**src/rtl/pe_en_pkg.sv**
```systemverilog
// Shared types for the PE enable tracker: layer-type codes and tile FSM states.
package pe_en_pkg;

  localparam logic [1:0] POINTWISE = 2'b00;
  localparam logic [1:0] DEPTHWISE = 2'b01;

  typedef enum logic [1:0] {
    IDLE = 2'd0,
    FILL = 2'd1,
    RUN  = 2'd2
  } pe_state_t;

endpackage

```
**src/rtl/pe_en_tracker_if.sv**
```systemverilog
// Scheduler/FIFO side bundle for pe_en_tracker; the tracker is the slave.
// No valid/ready pairs here: tile_start/tile_done are single-cycle pulses, pops are
// per-cycle strobes taken unconditionally, and every output is level-valid each cycle.
interface pe_en_tracker_if
  import pe_en_pkg::*;
#(
  parameter int ROWS  = 32,
  parameter int COLS  = 32,
  parameter int CNT_W = $clog2(COLS + 1)
);
  logic [1:0]           layer_type;
  logic [CNT_W-1:0]     col_limit;
  logic                 tile_start;
  logic                 tile_done;
  logic [ROWS-1:0]      ifmap_fifo_pop_en;
  logic [ROWS*COLS-1:0] pe_en;
  logic [ROWS-1:0]      row_full;
  logic                 fill_done;
  logic                 busy;
  logic                 overflow_err;
  pe_state_t            state_dbg;

  modport master (
    output layer_type, col_limit, tile_start, tile_done, ifmap_fifo_pop_en,
    input  pe_en, row_full, fill_done, busy, overflow_err, state_dbg
  );

  modport slave (
    input  layer_type, col_limit, tile_start, tile_done, ifmap_fifo_pop_en,
    output pe_en, row_full, fill_done, busy, overflow_err, state_dbg
  );
endinterface

```
**src/rtl/pe_row_counter.sv**
```systemverilog
// One PE row: saturating pop counter and thermometer decode onto the row's columns.
module pe_row_counter #(
  parameter int COLS  = 32,
  parameter int CNT_W = $clog2(COLS + 1)
) (
  input  logic             clk,
  input  logic             rst_n,
  input  logic             clear,
  input  logic             inc,
  input  logic [CNT_W-1:0] lim,
  input  logic             mode_en,
  output logic [COLS-1:0]  en,
  output logic             full,
  output logic             ovf
);
  logic [CNT_W-1:0] cnt_q;

  assign full = (cnt_q == lim);
  assign ovf  = inc && full;

  always_ff @(posedge clk or negedge rst_n) begin
    if (!rst_n) begin
      cnt_q <= '0;
    end else if (clear) begin
      cnt_q <= '0;
    end else if (inc && !full) begin
      cnt_q <= cnt_q + 1'b1;
    end
  end

  for (genvar c = 0; c < COLS; c++) begin : g_col
    assign en[c] = mode_en && (cnt_q > CNT_W'(c));
  end
endmodule

```
**src/rtl/pe_en_tracker.sv**
```systemverilog
// Per-tile PE enable generator: tile FSM, per-tile limit/mode latches, ROWS row counters.
module pe_en_tracker
  import pe_en_pkg::*;
#(
  parameter int ROWS  = 32,
  parameter int COLS  = 32,
  parameter int CNT_W = $clog2(COLS + 1)
) (
  input logic           clk,
  input logic           rst_n,
  pe_en_tracker_if.slave bus
);
  pe_state_t        state_q, state_d;
  logic [CNT_W-1:0] lim_q, lim_clamped;
  logic [1:0]       mode_q;
  logic             ovf_q;
  logic             active, mode_en, cnt_clear;
  logic [ROWS-1:0]  pop_live, full_raw, ovf_row;

  assign active      = (state_q != IDLE);
  assign mode_en     = active && (mode_q == POINTWISE || mode_q == DEPTHWISE);
  assign cnt_clear   = bus.tile_start || bus.tile_done;
  // Pops in the tile_start cycle belong to no tile; pops in IDLE are dropped.
  assign pop_live    = bus.ifmap_fifo_pop_en & {ROWS{active && !bus.tile_start}};
  assign lim_clamped = (bus.col_limit > CNT_W'(COLS)) ? CNT_W'(COLS) : bus.col_limit;

  for (genvar r = 0; r < ROWS; r++) begin : g_row
    pe_row_counter #(.COLS(COLS), .CNT_W(CNT_W)) u_row (
      .clk     (clk),
      .rst_n   (rst_n),
      .clear   (cnt_clear),
      .inc     (pop_live[r]),
      .lim     (lim_q),
      .mode_en (mode_en),
      .en      (bus.pe_en[r*COLS +: COLS]),
      .full    (full_raw[r]),
      .ovf     (ovf_row[r])
    );
  end

  always_ff @(posedge clk or negedge rst_n) begin
    if (!rst_n) begin
      state_q <= IDLE;
      lim_q   <= '0;
      mode_q  <= POINTWISE;
      ovf_q   <= 1'b0;
    end else begin
      state_q <= state_d;
      if (bus.tile_start) begin
        lim_q  <= lim_clamped;
        mode_q <= bus.layer_type;
        ovf_q  <= 1'b0;
      end else if (|ovf_row) begin
        ovf_q <= 1'b1;
      end
    end
  end

  always_comb begin
    state_d = state_q;
    if (bus.tile_start) begin
      state_d = FILL;
    end else if (bus.tile_done) begin
      state_d = IDLE;
    end else begin
      case (state_q)
        IDLE:    state_d = IDLE;
        FILL:    if (&full_raw) state_d = RUN;
        RUN:     state_d = RUN;
        default: state_d = IDLE;
      endcase
    end
  end

  assign bus.row_full     = active ? full_raw : '0;
  assign bus.fill_done    = (state_q == RUN);
  assign bus.busy         = active;
  assign bus.overflow_err = ovf_q;
  assign bus.state_dbg    = state_q;
endmodule

```
**src/flat_wrapper.sv**
```systemverilog
// flat-port wrapper written by rule: the top's interface ports become plain ports
module pe_en_tracker_flat import pe_en_pkg::*;
#(
  parameter int ROWS  = 32,
  parameter int COLS  = 32,
  parameter int CNT_W = $clog2(COLS + 1)
)
  (clk, rst_n, bus_layer_type, bus_col_limit, bus_tile_start, bus_tile_done, bus_ifmap_fifo_pop_en, bus_pe_en, bus_row_full, bus_fill_done, bus_busy, bus_overflow_err, bus_state_dbg);
  pe_en_tracker_if #(.ROWS(ROWS), .COLS(COLS), .CNT_W(CNT_W)) bus_i ();
  input logic clk;
  input logic rst_n;
  input wire logic [$bits(bus_i.layer_type)-1:0] bus_layer_type;
  input wire logic [$bits(bus_i.col_limit)-1:0] bus_col_limit;
  input wire logic [$bits(bus_i.tile_start)-1:0] bus_tile_start;
  input wire logic [$bits(bus_i.tile_done)-1:0] bus_tile_done;
  input wire logic [$bits(bus_i.ifmap_fifo_pop_en)-1:0] bus_ifmap_fifo_pop_en;
  output wire logic [$bits(bus_i.pe_en)-1:0] bus_pe_en;
  output wire logic [$bits(bus_i.row_full)-1:0] bus_row_full;
  output wire logic [$bits(bus_i.fill_done)-1:0] bus_fill_done;
  output wire logic [$bits(bus_i.busy)-1:0] bus_busy;
  output wire logic [$bits(bus_i.overflow_err)-1:0] bus_overflow_err;
  output wire logic [$bits(bus_i.state_dbg)-1:0] bus_state_dbg;
  assign bus_i.layer_type = bus_layer_type;
  assign bus_i.col_limit = bus_col_limit;
  assign bus_i.tile_start = bus_tile_start;
  assign bus_i.tile_done = bus_tile_done;
  assign bus_i.ifmap_fifo_pop_en = bus_ifmap_fifo_pop_en;
  assign bus_pe_en = bus_i.pe_en;
  assign bus_row_full = bus_i.row_full;
  assign bus_fill_done = bus_i.fill_done;
  assign bus_busy = bus_i.busy;
  assign bus_overflow_err = bus_i.overflow_err;
  assign bus_state_dbg = bus_i.state_dbg;
  pe_en_tracker #(.ROWS(ROWS), .COLS(COLS), .CNT_W(CNT_W)) u_core (.clk(clk), .rst_n(rst_n), .bus(bus_i));
endmodule
```
**config.mk**
```make
export PLATFORM = sky130hd
export DESIGN_NAME = pe_en_tracker_flat
export DESIGN_NICKNAME = d
export VERILOG_FILES = /design/src/rtl/pe_en_pkg.sv /design/src/rtl/pe_en_tracker_if.sv /design/src/rtl/pe_row_counter.sv /design/src/rtl/pe_en_tracker.sv /design/src/flat_wrapper.sv
export SDC_FILE = /design/constraint.sdc
export NUM_CORES = 2
export LEC_CHECK = 0
export CORE_AREA = 4 4 427 429
export CTS_CLUSTER_DIAMETER = 200
export DETAILED_ROUTE_END_ITERATION = 8
export DIE_AREA = 0 0 431 433
export PLACE_DENSITY_LB_ADDON = 0.12
export SYNTH_ARGS = -nofsm -noshare
export SYNTH_HDL_FRONTEND = slang
export SYNTH_SLANG_ARGS = --single-unit
```
**constraint.sdc**
```tcl
create_clock -name clk -period 2.4 [get_ports clk]
set_clock_uncertainty 0.1 [all_clocks]
set_input_delay 0.36 -clock clk [delete_from_list [all_inputs] [get_ports clk]]
set_output_delay 0.36 -clock clk [all_outputs]
set_load 0.1 [all_outputs]
```
==> reports/qor.csv <==
metric,value,unit
Detailed Route Iter0 Violations,1748,
ys flop type,dfrtp_1,
# rows,155,
io pins,1105,
register area share after synthesis,19.4,%
drt wl/cell,24.7,microns
synthesized cell area,26100,sq um
reg2reg start,u_core.lim_q[1],
GR Overflow Total,0,
most frequent cells in the layout,"buf_12 (1,171), buf_4 (1,074), nor2_1 (649), nand2_1 (369), a21oi_4 (325)",
fmax,0.315,GHz
H-tree levels,1,
starting density of the core,14.6,%
unrepaired setup endpoints after global routing,true,
measured slew at the worst slew-check pin,1.24,ns
Skew-Pair Late Insertion Delay,0.62,ns
layout cells sized above 1,54.1,%
ANT nets after route,0,
post-synth top area share,19.4,%
Max transition margin,16.7,%
Crit Path Max Fanout,16,
Finished Layout Cells,8440,
Syn-to-layout area delta,169,%
clk sinks,202,
"most common cell after layout, fill and taps aside",buf_12,
Gate Count Post-Synth,4007,
CTS max path bufs,3,
Startpoint Class,flip-flop,
multi-input logic area,27200,sq um
Reg-to-Reg End,u_core.bus.state_dbg[0],
CP required,1.94,ns
setup slack after layout,-0.776,ns
DP HPWL,174000,microns
clock tree from TritonCTS,done,
1st-pass router iterations,5,
biggest area consumer among synthesized cells,dfrtp_1,
largest net degree at the start of global routing,70,
# DRC,0,
clock buffers created by TritonCTS,31,
NumNets Final,6234,
r2r setup slk,-0.40,ns
"Avg Cell Area, Syn",6.50,sq um
Hold Path Class,in2async,
dpl cells,8269,
clk slew on worst S/H paths,0.07,ns
sequential cell area,5090,sq um
initial antenna violation count,6,
Placed Area,66400,sq um
LEAKAGE,27.6,nW
reg2reg path depth,11,
post-layout minimum cycle time,3.18,ns
failing checks,setup timing,
status,"complete, but fails checks",
max-slew violations,0,
number of max-cap violations,0,
Post-synth EDFFs,0,
final period utilization,132,%
Worst EP arrival,2.72,ns
ys async rst share,100,%
Root Driver,clkbuf_16,
die area,187000,sq um
Routed WL,208000,microns
RePlAce Congestion,0.868,
core region area,178000,sq um
Die Ht,433,microns
Total GRT Usage,21.2,%
Cell variety after synth,50,
Die Width,431,microns
"Setup violations, final",1121,
drt via density,4.34,
Crit Path Category,reg2out,
PortBufs,1103,
top post-synthesis cells by area,"dfrtp_1 (19%), nor2_1 (11%), a21oi_1 (10%)",
first-pass GRT wire length,292000,microns
Vias,36600,
# fillers,17400,
Fin. Hold Viols,0,
endpoint type of the worst setup path,output port,
register bit total from synthesis,202,
PD cells,201,nW/um^2
Max VDD drop,0.000553,V
yosys warns,0,
post-route cell area,70200,sq um
net count after synthesis,4182,
vias in the first global route,38100,
Design Power,0.0141,W
[power by group]
group / switching (W) / internal, W
Sequential: 0.0000559 / 0.00345
Clock: 0.00197 / 0.00305
Combinational: 0.00338 / 0.00217
Total: 0.00541 / 0.00867
[logic make-up after synthesis]
family                     share of synthesized area [%]
adders and majority gates                           6.29
buffers and inverters                               8.31
DFF                                                 19.4
AOI/OAI and AO/OA                                   22.6
muxes                                              0.125
xor gates and xnor gates                            11.5
and+or+nand+nor                                     31.8
[synthesized netlist by cell type, drive strengths merged, types with 14 or more instances]
master  instances
a211oi         14
nor2b          31
nand2b         47
nand4          53
a31oi          35
nand2         381
ha            131
o21ai         165
a21oi         546
nor4           38
o41ai          27
a311oi         41
or3            18
xnor2          85
dfrtp         202
buf            46
nor3          103
o31ai          31
xor2          256
or2            34
inv           193
o31a           32
and2           75
clkbuf        302
a21boi         53
and3           61
o21a           41
nand3         169
nor2          753
[state kept, by name, summed over array words and instances (netlist names)]
name and count:
u_core.g_row.u_row.cnt_q 192, u_core.lim_q 6, u_core.bus.state_dbg 2, u_core.bus.overflow_err 1, u_core.mode_q 1
[critical path: stages (launching register included)]
cell and delay, ns:
dfrtp_4 0.43, inv_4 0.04, ha_4 0.17, or2_4 0.34, buf_12 0.20, buf_12 0.18
buf_12 0.16, a211oi_4 0.21, buf_4 0.17, buf_12 0.16
[cell type report]
cell class	count	share of cell area, %
well taps	2355	4.20
diodes	2	0.00713
flip-flops and latches	202	7.25
inverters	193	1.05
clock inverters	21	0.374
clock buffers	36	1.20
repair buffers	2367	47.2
multi-input cells	3264	38.7
[worst max-delay path by stage]
stage | cells past startpoint | from | end | slack [ns]
final | 9 | u_core.bus.state_dbg[1] | bus_pe_en[81] | -0.78
after global routing | 9 | u_core.bus.state_dbg[0] | bus_pe_en[565] | -0.89
after detailed placement | 7 | u_core.lim_q[4] | u_core.bus.state_dbg[0] | -0.71
after global placement | 7 | u_core.lim_q[4] | u_core.bus.state_dbg[0] | -0.81
after CTS | 9 | u_core.bus.state_dbg[0] | bus_pe_en[533] | -0.88
after floorplan | 8 | u_core.bus.state_dbg[1] | bus_pe_en[565] | -1.66
[routing by layer]
| layer | vias up | wire length [microns] | GRT usage, % |
|---|---|---|---|
| met5 | - | 12 | 0 |
| met4 | 2 | 6600 | 5.41 |
| met3 | 154 | 11100 | 4.51 |
| met2 | 863 | 107000 | 38.7 |
| met1 | 18000 | 83700 | 25.2 |
| li1 | 17700 | - | - |
[what timing repair did]
| item | 4_1_cts | 5_1_grt |
|---|---|---|
| setup endpoints to repair | 1135 | 1177 |
| gates resized for setup | 183 | 185 |
| endpoints found under the hold margin | 58 | 0 |
| pin swaps | 41 | 22 |
| buffers inserted | 68 | 43 |
| cloned | 6 | 3 |
| hold buffers | 1 | 0 |
[through the flow]
| stage | utilization, % | hold WS [ns] | setup WS, ns | setup TNS [ns] |
|---|---|---|---|---|
| after floorplan | - | -0.0356 | -1.66 | -771.86 |
| after global placement | 37.3 | 0.319 | -0.806 | -48.56 |
| after detailed placement | 37.3 | 0.315 | -0.712 | -49.69 |
| after CTS | 38.7 | 0.258 | -0.883 | -730.96 |
| after global routing | 39.4 | 0.298 | -0.885 | -743.30 |
| final | 39.4 | 0.257 | -0.776 | -622.95 |
(Power assumes the default switching activity.)
